[config.mk]
export PLATFORM = sky130hd
export DESIGN_NAME = pc_sequencer_flat
export DESIGN_NICKNAME = d
export VERILOG_FILES = /design/src/rtl/pc_sequencer_pkg.sv /design/src/rtl/pc_sequencer_if.sv /design/src/rtl/pc_sequencer_perf.sv /design/src/rtl/pc_sequencer.sv /design/src/flat_wrapper.sv
export SDC_FILE = /design/constraint.sdc
export NUM_CORES = 1
export LEC_CHECK = 0
export BUFFER_PORTS_ARGS = -buffer_cell sky130_fd_sc_hd__buf_2
export CORE_AREA = 2 2 112 87
export DETAILED_ROUTE_END_ITERATION = 6
export DIE_AREA = 0 0 114 89
export PLACE_DENSITY = 0.94
export SLEW_MARGIN = 10
export SYNTH_ARGS = -nofsm -noshare
export SYNTH_HDL_FRONTEND = slang
export SYNTH_SLANG_ARGS = --single-unit
[constraint.sdc]
create_clock -name clk -period 4.2 [get_ports clk]
set_input_delay 0.63 -clock clk [delete_from_list [all_inputs] [get_ports clk]]
set_output_delay 0.63 -clock clk [all_outputs]
set_load 0.01 [all_outputs]
[src/rtl/pc_sequencer_pkg.sv]
// Shared definitions for the PC sequencer: state encodings and default addresses.
// Latency: n/a (declarations only).
// Backpressure: n/a.
package pc_sequencer_pkg;

    typedef enum logic [1:0] {
        SEQ_BOOT = 2'b00,
        SEQ_RUN  = 2'b01,
        SEQ_HOLD = 2'b10,
        SEQ_HALT = 2'b11
    } seq_state_e;

    localparam logic [31:0] RESET_PC_DEF    = 32'h0000_3000;
    localparam logic [31:0] EXC_VECTOR_DEF  = 32'h0000_4180;
    localparam logic [31:0] MAX_INSADDR_DEF = 32'hffff_fff8;

    // Fetch addresses are word aligned; low target bits are simply dropped.
    function automatic logic [31:0] align4(input logic [31:0] addr);
        return {addr[31:2], 2'b00};
    endfunction

endpackage

[src/rtl/pc_sequencer_if.sv]
// Bundle between the sequencer and its neighbours (hazard unit, exception logic, jump controller).
// Latency: n/a (wiring only).
// Backpressure: stall is carried here and forwarded to the jump controller as jc_stall.
interface pc_sequencer_if;
    logic        stall;
    logic [31:0] ctrl_npc;
    logic        ctrl_clr;
    logic        exc_req;
    logic        eret_req;
    logic [31:0] epc;
    logic        halt_req;
    logic [31:0] pc;
    logic        if_valid;
    logic        flush_if_id;
    logic        flush_id_ex;
    logic        jc_stall;
    logic [1:0]  seq_state;
    logic        pc_overflow;
    logic [31:0] redirect_cnt;
    logic [31:0] stall_cnt;

    // Requesters side: drives redirect/stall requests, observes the fetch PC.
    modport master (
        output stall, ctrl_npc, ctrl_clr, exc_req, eret_req, epc, halt_req,
        input  pc, if_valid, flush_if_id, flush_id_ex, jc_stall, seq_state,
               pc_overflow, redirect_cnt, stall_cnt
    );

    // Sequencer side.
    modport slave (
        input  stall, ctrl_npc, ctrl_clr, exc_req, eret_req, epc, halt_req,
        output pc, if_valid, flush_if_id, flush_id_ex, jc_stall, seq_state,
               pc_overflow, redirect_cnt, stall_cnt
    );
endinterface

[src/rtl/pc_sequencer_perf.sv]
// Saturating redirect / stall-cycle counters; only built when PC_SEQ_PERF_EN is defined.
// Latency: count visible one clock after the counted cycle.
// Backpressure: none; counters saturate at all-ones instead of wrapping.
`ifdef PC_SEQ_PERF_EN
module pc_seq_perf (
    input  logic        clk,
    input  logic        rst,
    input  logic        redirect_i,
    input  logic        stall_i,
    output logic [31:0] redirect_cnt_o,
    output logic [31:0] stall_cnt_o
);
    logic [31:0] redirect_cnt_q;
    logic [31:0] stall_cnt_q;

    // Count qualified events, holding at the maximum value once reached.
    always_ff @(posedge clk) begin
        if (rst) begin
            redirect_cnt_q <= '0;
            stall_cnt_q    <= '0;
        end else begin
            if (redirect_i && (redirect_cnt_q != 32'hffff_ffff))
                redirect_cnt_q <= redirect_cnt_q + 32'd1;
            if (stall_i && (stall_cnt_q != 32'hffff_ffff))
                stall_cnt_q <= stall_cnt_q + 32'd1;
        end
    end

    assign redirect_cnt_o = redirect_cnt_q;
    assign stall_cnt_o    = stall_cnt_q;
endmodule
`endif

[src/rtl/pc_sequencer.sv]
// PC register and fetch sequencer: arbitrates halt > exception > eret > redirect > stall > fetch.
// Latency: accepted request to new pc = 1 clock; flushes asserted combinationally in the request cycle.
// Backpressure: a redirect under stall is parked (first wins) until stall drops. Macro PC_SEQ_PERF_EN adds perf counters.
module pc_sequencer
    import pc_sequencer_pkg::*;
#(
    parameter logic [31:0] RESET_PC    = RESET_PC_DEF,
    parameter logic [31:0] EXC_VECTOR  = EXC_VECTOR_DEF,
    parameter logic [31:0] MAX_INSADDR = MAX_INSADDR_DEF
) (
    input  logic           clk,
    input  logic           rst,
    pc_sequencer_if.slave  bus
);
    seq_state_e  state_q;
    logic [31:0] pc_q;
    logic [31:0] pend_addr_q;
    logic        pend_valid_q;
    logic        ovf_q;

    logic in_run, in_hold, active;
    logic take_halt, take_exc, take_eret, take_redir, take_defer, take_pend;
    logic seq_fetch, wrap;

    // Decode which single request is accepted this cycle, in priority order.
    always_comb begin
        in_run     = (state_q == SEQ_RUN);
        in_hold    = (state_q == SEQ_HOLD);
        active     = in_run | in_hold;
        take_halt  = active & bus.halt_req;
        take_exc   = active & ~bus.halt_req & bus.exc_req;
        take_eret  = active & ~bus.halt_req & ~bus.exc_req & bus.eret_req;
        take_redir = in_run & ~bus.halt_req & ~bus.exc_req & ~bus.eret_req
                   & bus.ctrl_clr & ~bus.stall;
        take_defer = in_run & ~bus.halt_req & ~bus.exc_req & ~bus.eret_req
                   & bus.ctrl_clr & bus.stall;
        take_pend  = in_hold & pend_valid_q & ~bus.halt_req & ~bus.exc_req
                   & ~bus.eret_req & ~bus.stall;
        seq_fetch  = in_run & ~bus.halt_req & ~bus.exc_req & ~bus.eret_req
                   & ~bus.ctrl_clr & ~bus.stall;
        // Sequential step past the last legal address ends the program instead of wrapping.
        wrap       = seq_fetch & (pc_q >= MAX_INSADDR)
                   & (align4(bus.ctrl_npc) == pc_q + 32'd4);
    end

    // Sequencer FSM and PC register.
    always_ff @(posedge clk) begin
        if (rst) begin
            state_q      <= SEQ_BOOT;
            pc_q         <= align4(RESET_PC);
            pend_addr_q  <= '0;
            pend_valid_q <= 1'b0;
            ovf_q        <= 1'b0;
        end else if (state_q == SEQ_BOOT) begin
            state_q <= SEQ_RUN;
        end else if (take_halt) begin
            state_q <= SEQ_HALT;
        end else if (take_exc || take_eret) begin
            pc_q         <= take_exc ? align4(EXC_VECTOR) : align4(bus.epc);
            pend_valid_q <= 1'b0;
            state_q      <= SEQ_RUN;
        end else if (take_redir) begin
            pc_q <= align4(bus.ctrl_npc);
        end else if (take_defer) begin
            pend_addr_q  <= align4(bus.ctrl_npc);
            pend_valid_q <= 1'b1;
            state_q      <= SEQ_HOLD;
        end else if (take_pend) begin
            pc_q         <= pend_addr_q;
            pend_valid_q <= 1'b0;
            state_q      <= SEQ_RUN;
        end else if (wrap) begin
            ovf_q   <= 1'b1;
            state_q <= SEQ_HALT;
        end else if (seq_fetch) begin
            pc_q <= align4(bus.ctrl_npc);
        end
    end

    assign bus.pc          = pc_q;
    assign bus.if_valid    = active;
    assign bus.flush_if_id = take_exc | take_eret | take_redir | take_pend;
    assign bus.flush_id_ex = take_exc | take_eret;
    assign bus.jc_stall    = bus.stall | ~in_run;
    assign bus.seq_state   = state_q;
    assign bus.pc_overflow = ovf_q;

`ifdef PC_SEQ_PERF_EN
    pc_seq_perf u_perf (
        .clk            (clk),
        .rst            (rst),
        .redirect_i     (bus.flush_if_id),
        .stall_i        (bus.jc_stall & active),
        .redirect_cnt_o (bus.redirect_cnt),
        .stall_cnt_o    (bus.stall_cnt)
    );
`else
    assign bus.redirect_cnt = '0;
    assign bus.stall_cnt    = '0;
`endif

endmodule

[src/flat_wrapper.sv]
// flat-port wrapper written by rule: the top's interface ports become plain ports
module pc_sequencer_flat import pc_sequencer_pkg::*;
#(
    parameter logic [31:0] RESET_PC    = RESET_PC_DEF,
    parameter logic [31:0] EXC_VECTOR  = EXC_VECTOR_DEF,
    parameter logic [31:0] MAX_INSADDR = MAX_INSADDR_DEF
)
  (clk, rst, bus_stall, bus_ctrl_npc, bus_ctrl_clr, bus_exc_req, bus_eret_req, bus_epc, bus_halt_req, bus_pc, bus_if_valid, bus_flush_if_id, bus_flush_id_ex, bus_jc_stall, bus_seq_state, bus_pc_overflow, bus_redirect_cnt, bus_stall_cnt);
  pc_sequencer_if bus_i ();
  input  logic clk;
  input  logic rst;
  input wire logic [$bits(bus_i.stall)-1:0] bus_stall;
  input wire logic [$bits(bus_i.ctrl_npc)-1:0] bus_ctrl_npc;
  input wire logic [$bits(bus_i.ctrl_clr)-1:0] bus_ctrl_clr;
  input wire logic [$bits(bus_i.exc_req)-1:0] bus_exc_req;
  input wire logic [$bits(bus_i.eret_req)-1:0] bus_eret_req;
  input wire logic [$bits(bus_i.epc)-1:0] bus_epc;
  input wire logic [$bits(bus_i.halt_req)-1:0] bus_halt_req;
  output wire logic [$bits(bus_i.pc)-1:0] bus_pc;
  output wire logic [$bits(bus_i.if_valid)-1:0] bus_if_valid;
  output wire logic [$bits(bus_i.flush_if_id)-1:0] bus_flush_if_id;
  output wire logic [$bits(bus_i.flush_id_ex)-1:0] bus_flush_id_ex;
  output wire logic [$bits(bus_i.jc_stall)-1:0] bus_jc_stall;
  output wire logic [$bits(bus_i.seq_state)-1:0] bus_seq_state;
  output wire logic [$bits(bus_i.pc_overflow)-1:0] bus_pc_overflow;
  output wire logic [$bits(bus_i.redirect_cnt)-1:0] bus_redirect_cnt;
  output wire logic [$bits(bus_i.stall_cnt)-1:0] bus_stall_cnt;
  assign bus_i.stall = bus_stall;
  assign bus_i.ctrl_npc = bus_ctrl_npc;
  assign bus_i.ctrl_clr = bus_ctrl_clr;
  assign bus_i.exc_req = bus_exc_req;
  assign bus_i.eret_req = bus_eret_req;
  assign bus_i.epc = bus_epc;
  assign bus_i.halt_req = bus_halt_req;
  assign bus_pc = bus_i.pc;
  assign bus_if_valid = bus_i.if_valid;
  assign bus_flush_if_id = bus_i.flush_if_id;
  assign bus_flush_id_ex = bus_i.flush_id_ex;
  assign bus_jc_stall = bus_i.jc_stall;
  assign bus_seq_state = bus_i.seq_state;
  assign bus_pc_overflow = bus_i.pc_overflow;
  assign bus_redirect_cnt = bus_i.redirect_cnt;
  assign bus_stall_cnt = bus_i.stall_cnt;
  pc_sequencer #(.RESET_PC(RESET_PC), .EXC_VECTOR(EXC_VECTOR), .MAX_INSADDR(MAX_INSADDR)) u_core (.clk(clk), .rst(rst), .bus(bus_i));
endmodule
# ---- Word level (Yosys, flattened, before mapping)
# Index checks and enable logic that the tools add are counted.
dict set report op_classes {
  n_addsub 1
  magnitude_cmp 1
  eq_ne 8
  muxes 18
  bitwise_logic 37
  n_reduce_logical 13
}
# operator n
set op_table {}
lappend op_table {{32-bit 2-to-1 mux} 7}
lappend op_table {{32-bit by 3-bit adder with 32-bit output (second input constant)} 1}
lappend op_table {{32-bit equality test} 1}
lappend op_table {{32-bit >= comparator (second input constant)} 1}
lappend op_table {{1-bit bitwise AND} 20}
lappend op_table {{2-bit 2-to-1 mux} 6}
lappend op_table {{1-bit inverter} 12}
lappend op_table {{5-bit AND reduction} 2}
lappend op_table {{7-bit AND reduction} 1}
lappend op_table {{3-bit by 2-bit inequality test with 1-bit output (second input constant)} 2}
lappend op_table {{6-bit nonzero test} 1}
lappend op_table {{1-bit 2-to-1 mux} 5}
lappend op_table {{1-bit OR} 5}
lappend op_table {{5-bit nonzero test} 1}
lappend op_table {{4-bit by 2-bit inequality test with 1-bit output (second input constant)} 1}
lappend op_table {{4-bit by 3-bit inequality test with 1-bit output (second input constant)} 1}
lappend op_table {{2-bit AND reduction} 2}
lappend op_table {{4-bit AND reduction} 1}
lappend op_table {{4-bit nonzero test} 1}
lappend op_table {{3-bit nonzero test} 1}
lappend op_table {{2-bit by 1-bit equality test with 1-bit output (second input constant)} 1}
lappend op_table {{2-bit equality test (second input constant)} 1}
lappend op_table {{2-bit zero test} 1}
lappend op_table {{2-bit inequality test (second input constant)} 1}
lappend op_table {{2 further kinds} 2}
dict set report word_totals {
  ff_bits 66
  word_cells 84
}

# ---- Depth between registers and ports, before layout
# Gate-level depths: netlist (run 1).
dict set report logic_depth {
  ltp_word 15
  depth_mapped 12
}

# ---- Worst setup path after synthesis (run 1)
# No wires, ideal clock.
dict set report synth_path {
  kind {register to register}
  from {register u_core.pc_q[2] (netlist: u_core.bus.pc[2])}
  to {register u_core.pc_q[17] (netlist: u_core.bus.pc[17])}
  arrival_time_ns 2.814
  slack_ns 1.264
  path_stages_with_launch 13
  period_less_slack_ns 2.936
  cell_sequence {dfxtp_1 -> ha_1 -> clkbuf_1 -> nand4_1 -> nor4_4 -> nand4_1 -> xnor2_1 -> a311oi_1 -> nand4_1 -> and4b_4 -> o21a_4 -> buf_8 -> mux2_4}
}
dict set report synth_via {
  elab_chain_cells 5
  word_cells_on_any_way 7
  cone_classes {add/sub (1); order compare (1); eq/ne (2); bitwise (2); reduce/logical (1)}
}
# element line_no
set synth_rtl {}
lappend synth_rtl {{start: declaration} pc_sequencer.sv:16} ;# logic [31:0] pc_q;
lappend synth_rtl {{start signal: assignment} pc_sequencer.sv:50} ;# pc_q <= align4(RESET_PC);
lappend synth_rtl {{start signal: assignment} pc_sequencer.sv:59} ;# pc_q <= take_exc ? align4(EXC_VECTOR) : align4(bus.epc);
lappend synth_rtl {{start signal: assignment} pc_sequencer.sv:63} ;# pc_q <= align4(bus.ctrl_npc);
lappend synth_rtl {{32-bit by 3-bit adder with 32-bit output or 32-bit >= comparator (tied branches)} {pc_sequencer.sv:43, pc_sequencer.sv:42}}
lappend synth_rtl {{32-bit equality test or 1-bit bitwise AND (tied branches)} {pc_sequencer.sv:43, pc_sequencer.sv:42}}
lappend synth_rtl {{1-bit bitwise AND (*)} pc_sequencer.sv:43} ;# & (align4(bus.ctrl_npc) == pc_q + 32'd4);
lappend synth_rtl {{4-bit by 2-bit inequality test with 1-bit output (no source line) (*)} -}
lappend synth_rtl {{5-bit AND reduction (no source line) (*)} -}
# Every way passes the cells marked *; elsewhere a longest branch is shown, timed or not.
# A chain may end at the register's enable or synchronous reset.

# ---- Final worst setup path (run 1)
dict set report layout_path {
  from {register u_core.pc_q[2] (netlist: u_core.bus.pc[2])}
  to {register u_core.pc_q[3] (netlist: u_core.bus.pc[3])}
}
# The elaborated chain is that of the path after synthesis.

==> impl_metrics.ini, run 1 <==
[die]
start_util_pct = 54.5
pin_count = 174
die_w_um = 114
rows = 30
die_area_mm2 = 0.0101
core_mm2 = 0.00893
fp.dieH_um = 89

[cts]
clockBufferDepth = 2
tritoncts = done
hold_buffers = 0
clk_pin_slew_worst_paths_ns = 0.05
cts.htree.levels = 3
ctsResizeCount = 0
cts.sinks = 64
cts_buffers = 9
ctsRootBufferMaster = clkbuf_16
clock_latency_ns = 0.34
cts_setup_buffers = 0

[worst_setup_path]
worstPathArrival_ns = 3.73
critical_path.max_fanout = 23
cp-start-kind = flop
path_buf_inv = 1
critPathTopFamily = simple AND/OR/NAND/NOR gates
worstPathRequired_ns = 4.42
cpMostUsedCell = nor4_2
cp-end-kind = flop
worst_path_max_delay_cell = o21a_4
slowest_delay_ns = 0.47
crit_chain = inv_1, ha_1, xnor2_1, nor4_1, nand4_1, nor4_2, o2111ai_1, nor4_2, and4b_4, o21a_4, mux2_1
crit_type = flop to flop

[place]
port-buffer-count = 103
gp_congestion = 0.968
hpwl_um = 9490
place_inst = 831

[power]
p_leak_nw = 2.45
power_density_mw_per_mm2 = 310
p_total_mw = 1.69
max-vdd-ir-drop_uv = 201

[logic_synthesis]
yosys_register_bits = 64
yosysUniqueCellTypes = 55
synthArstFlopShare_pct = 0
synth.avg_cell_area_um2 = 7.54
synth-warning-count = 0
syn_area_mm2 = 0.00487
netlist_instances = 646
seq_area_frac_synth_pct = 26.3
synth_edf_count = 0
ys.flop_type = dfxtp_1

[route]
top_layer_used = met4
vias = 4725
drcViolationCount = 0
drtIter0Drc = 503
drt_first_pass_iters = 5
drtAntennaViolNets = 0
wl_met1_um = 5570
wl_met3_um = 1270
wire_per_inst_um = 15.4
vias_per_cell = 5.59
totalWireLength_um = 13100
dr_wl_met2_um = 6070

[sta]
finalHoldViolations = 0
max_freq_ghz = 0.285
fin_crit_ns = 3.51
period_share_pct = 83.6
worst_clock_skew_ns = 0.00834
finalSetupViolCount = 0
maxSlewHeadroom_pct = 19.7
worst_hold_slack_ns = 0.455
worst_pin_slew_ns = 1.20
rsz0062_at_grt = false
drv_slew = 0
tns_ns = 0

[global_route]
grt_pass1_vias = 4255
grt-ovfl-total = 0
antenna_found_initial = 0
grtUsageTotal_pct = 25.6
grt_pass1_wl_um = 20600
grt_max_degree = 52

[cells_and_area]
final_common_cell = nand2_1
area_growth_pct = 11.8
fin_cells = 846
num-nets-final = 806
post-route-util_pct = 61.0
mostFrequentLayoutCells = nand2_1 (130), buf_2 (103), a21oi_1 (89), conb_1 (66), dfxtp_1 (64)
drive_above_1_share_pct = 21.4
antennaDiodeCount = 0
nFillCells = 823

[worst_hold_path]
hold_class = flop to flop

[run]
maxCapViolCount = 0

[status]
outcome = complete, no violations
[report_power, final]
group	total [mW]	switching, mW	internal [mW]
Sequential	0.650	0.0268	0.623
Clock	0.741	0.272	0.469
Combinational	0.297	0.178	0.119
[registers in the layout (all words and copies together), names as in the netlist]
signal and flops:
u_core.bus.pc 30, u_core.pend_addr_q 30, u_core.bus.pc_overflow 1, u_core.pend_valid_q 1, u_core.bus.seq_state 2
[path summary, 6_finish.rpt]
path / startpoint / endpoint / slack (ns) / cells past startpoint
hold reg to reg: u_core.pend_addr_q[19] / u_core.pend_addr_q[19] / 0.46 / 2
setup reg to reg: u_core.bus.pc[2] / u_core.bus.pc[3] / 0.69 / 11
hold / removal: u_core.pend_addr_q[19] / u_core.pend_addr_q[19] / 0.46 / 2
setup / recovery: u_core.bus.pc[2] / u_core.bus.pc[3] / 0.69 / 11
[routing by layer]
| metal | vias to the layer above | global-route usage [%] |
|---|---|---|
| li1 | 2242 | - |
| met1 | 2205 | 34.0 |
| met2 | 259 | 41.6 |
| met3 | 19 | 5.97 |
| met4 | 0 | 8.54 |
| met5 | - | 0 |
[cells in the mapped netlist, drive strengths merged (10+ instances only)]
master	count	area share, %
a21oi	89	9.1
and3	10	1.3
buf	74	12
clkbuf	27	2.1
dfxtp	64	26
mux2	19	5.6
nand2	131	10
nand3	18	2.0
nand4	15	2.7
nor2	44	3.4
nor2b	21	2.7
xnor2	27	4.9
xor2	16	2.9
[worst register-to-register path: stages, from the launching register on]
cell and delay [ns]:
dfxtp_1 0.44, inv_1 0.10, ha_1 0.31, xnor2_1 0.12, nor4_1 0.39, nand4_1 0.16, nor4_2 0.19, o2111ai_1 0.18
nor4_2 0.19, and4b_4 0.42, o21a_4 0.47, mux2_1 0.42
[kinds of logic (layout without fill, tap and decap cells)]
logic type               count (synthesis)  in the layout  share of synthesized area (%)
adder cells (fa/ha/maj)                  5              5                           1.28
flip-flops                              64             64                           26.3
AND/OR/NAND/NOR                        266            266                           26.8
XOR/XNOR                                43             43                           7.73
other                                    1             66                         0.0770
buffers and inverters                  110            133                           14.4
AO/OA/AOI/OAI                          132            132                           16.6
multiplexers                            25             25                           6.86
[metrics by stage]
| stage | instance area (um^2) | setup slack (ns) |
|---|---|---|
| 3_5_place_dp | 5160 | 0.460 |
| 4_1_cts | 5450 | 0.753 |
| 2_1_floorplan | 5120 | 1.26 |
| 5_1_grt | 5450 | 0.444 |
| 3_3_place_gp | 5160 | 0.629 |
| 6_report | 5450 | 0.687 |
[cell type report]
type / instances / area (um^2) / area share [%]
multi-input combinational: 537 / 3140 / 57.7
sequential: 64 / 1280 / 23.5
timing repair buffer: 109 / 561 / 10.3
clock buffer: 11 / 243 / 4.46
tap: 112 / 140 / 2.57
clock inverter: 4 / 45.0 / 0.827
inverter: 9 / 33.8 / 0.620
(Power assumes the default switching activity.)
==> run 2: changes to the inputs <==
--- a/config.mk
+++ b/config.mk
@@ -6,10 +6,10 @@
 export NUM_CORES = 1
 export LEC_CHECK = 0
 export BUFFER_PORTS_ARGS = -buffer_cell sky130_fd_sc_hd__buf_2
-export CORE_AREA = 2 2 112 87
+export CORE_AREA = 2 2 122 95
 export DETAILED_ROUTE_END_ITERATION = 6
-export DIE_AREA = 0 0 114 89
-export PLACE_DENSITY = 0.94
+export DIE_AREA = 0 0 124 97
+export PLACE_DENSITY = 0.84
 export SLEW_MARGIN = 10
 export SYNTH_ARGS = -nofsm -noshare
 export SYNTH_HDL_FRONTEND = slang
==> constraint.sdc (replaced) <==
create_clock -name clk -period 2.82 [get_ports clk]
set_input_delay 0.423 -clock clk [delete_from_list [all_inputs] [get_ports clk]]
set_output_delay 0.423 -clock clk [all_outputs]
set_load 0.01 [all_outputs]
==> run 2 against run 1 <==
The flow now finishes with violations (negative setup slack); critical path depth decreased by 1; total power increased by 52%; non-clock buffer count increased by 51; setup slack got worse by 0.72 ns; critical path type unchanged; critical endpoint is now u_core.bus.pc[25].
==> impl_metrics.ini, run 2 (synthesis gave the netlist of run 1 again) <==
[status]
outcome = complete, but fails checks
violations = negative setup slack

[power]
p_sw_share_pct = 28.3
p_int_mw = 1.83
power.switching_mw = 0.725
p_total_mw = 2.56
pwr-share-clk_pct = 42.2
combPwrFrac_pct = 20.5
max-vdd-ir-drop_uv = 315
p_leak_nw = 2.75
power_density_mw_per_mm2 = 424
p_seq_share_pct = 37.3

[die]
die_area_mm2 = 0.0120
die_w_um = 124
rows = 33
start_util_pct = 45.4
core_mm2 = 0.0107
pin_count = 174
fp.dieH_um = 97

[sta]
period_share_pct = 101
drv_slew = 0
max_freq_ghz = 0.351
worst_hold_slack_ns = 0.358
finalHoldViolations = 0
rsz0062_at_grt = true
worst_clock_skew_ns = 0.00568
finalSetupViolCount = 16
fin_crit_ns = 2.85
setup_slack_ns = -0.0301

[route]
wl_met3_um = 1240
vias = 4848
vias_per_cell = 5.24
top_layer_used = met4
dr_wl_met2_um = 6510
drt_first_pass_iters = 5
drcViolationCount = 0
wire_per_inst_um = 15.3
totalWireLength_um = 14200
wl_met1_um = 6170
drtAntennaViolNets = 0
drtIter0Drc = 365

[place]
hpwl_um = 10500
port-buffer-count = 103
pre_cts_ws_ns = -0.154
gp_congestion = 0.990

[cells_and_area]
area_growth_pct = 23.8
final_common_cell = nand2_1
multi_input_comb_area_mm2 = 0.00321
mostFrequentLayoutCells = nand2_1 (130), buf_2 (103), a21oi_1 (89), conb_1 (66), dfxtp_1 (54)
ff_latch_area_mm2 = 0.00130
drive_above_1_share_pct = 29.3
nFillCells = 1022
antennaDiodeCount = 0
num-nets-final = 857

[cts]
cts.htree.levels = 3
clock_latency_ns = 0.34
ctsRootBufferMaster = clkbuf_16
cts.sinks = 64
cts_buffers = 9
clk_pin_slew_worst_paths_ns = 0.05
hold_buffers = 0
tritoncts = done
clockBufferDepth = 2

[worst_setup_path]
cp-end-kind = flop
crit_chain = and2_1, nand3_2, nor2_1, xnor2_1, a311oi_2, nand4_1, and4b_4, o21a_4, clkbuf_16, mux2_4
cp-start-kind = flop
critPathTopFamily = simple AND/OR/NAND/NOR gates
slowest_delay_ns = 0.39
worstPathArrival_ns = 3.08
worstPathRequired_ns = 3.05
path_buf_inv = 1
critical_path.max_fanout = 7
crit_type = flop to flop
worst_path_max_delay_cell = dfxtp_4

[global_route]
grtUsageTotal_pct = 23.3
grt_pass1_wl_um = 22100
grt_pass1_vias = 4433
antenna_found_initial = 0
grt-ovfl-total = 0
grt_max_degree = 48

[run]
maxCapViolCount = 0

[worst_hold_path]
hold_class = input port to flop
run 2: changes by cell type in the layout (fill, tap and decap cells not counted), sizes merged:
cell    delta
buf       +50
clkbuf     +2
run 2: cell type report:
type,instances,share of cell area [%]
Sequential cell,64,21.5
Tap cell,140,2.90
Timing Repair Buffer,160,17.2
Clock inverter,4,0.747
Inverter,9,0.560
Clock buffer,12,3.92
Multi-Input combinational cell,537,53.1
run 2: path summary, 6_finish.rpt:
check / cells after the start / slack [ns] / end / from
setup / recovery: 10 / -0.03 / u_core.bus.pc[25] / u_core.bus.pc[3]
hold / removal: 3 / 0.36 / u_core.pend_addr_q[22] / bus_ctrl_npc[22]
setup reg to reg: 10 / -0.03 / u_core.bus.pc[25] / u_core.bus.pc[3]
hold reg to reg: 2 / 0.45 / u_core.pend_addr_q[4] / u_core.pend_addr_q[4]
run 2: tightest hold or removal path: stages:
cell and delay (ns):
buf_2 0.12, nand2_1 0.05, a21oi_1 0.05
run 2: metrics by stage:
step	TNS (ns)	utilization (%)	std cells	cell area, um^2
finish	-0.323	56.2	926	6030
global route	-1.82	56.2	926	6030
CTS	0	54.8	920	5880
detailed placement	-3.31	52.0	903	5580
global placement	-1.56	52.0	903	5580
floorplan	-0.00281	-	711	5150
run 2: what timing repair did:
action	4_1_cts	5_1_grt
gates cloned	0	1
buffers inserted	1	5
endpoints found under the hold margin	0	0
pin swaps	2	4
resized for setup	2	27
setup endpoints to repair	25	27
run 2: routing by layer:
metal / global-route usage, % / up-vias
met5: 0 / -
met4: 8.38 / 0
met3: 6.07 / 20
met2: 35.0 / 213
met1: 31.9 / 2265
li1: - / 2350
run 2: power groups by stage:
stage / clock network [mW] / registers [mW] / logic (mW)
6_report: 1.08 / 0.955 / 0.525
5_1_grt: 1.15 / 0.957 / 0.571
4_1_cts: 1.09 / 0.952 / 0.502
3_5_place_dp: 0 / 0.971 / 0.497
3_3_place_gp: 0 / 0.970 / 0.489
2_1_floorplan: 0 / 0.985 / 0.353
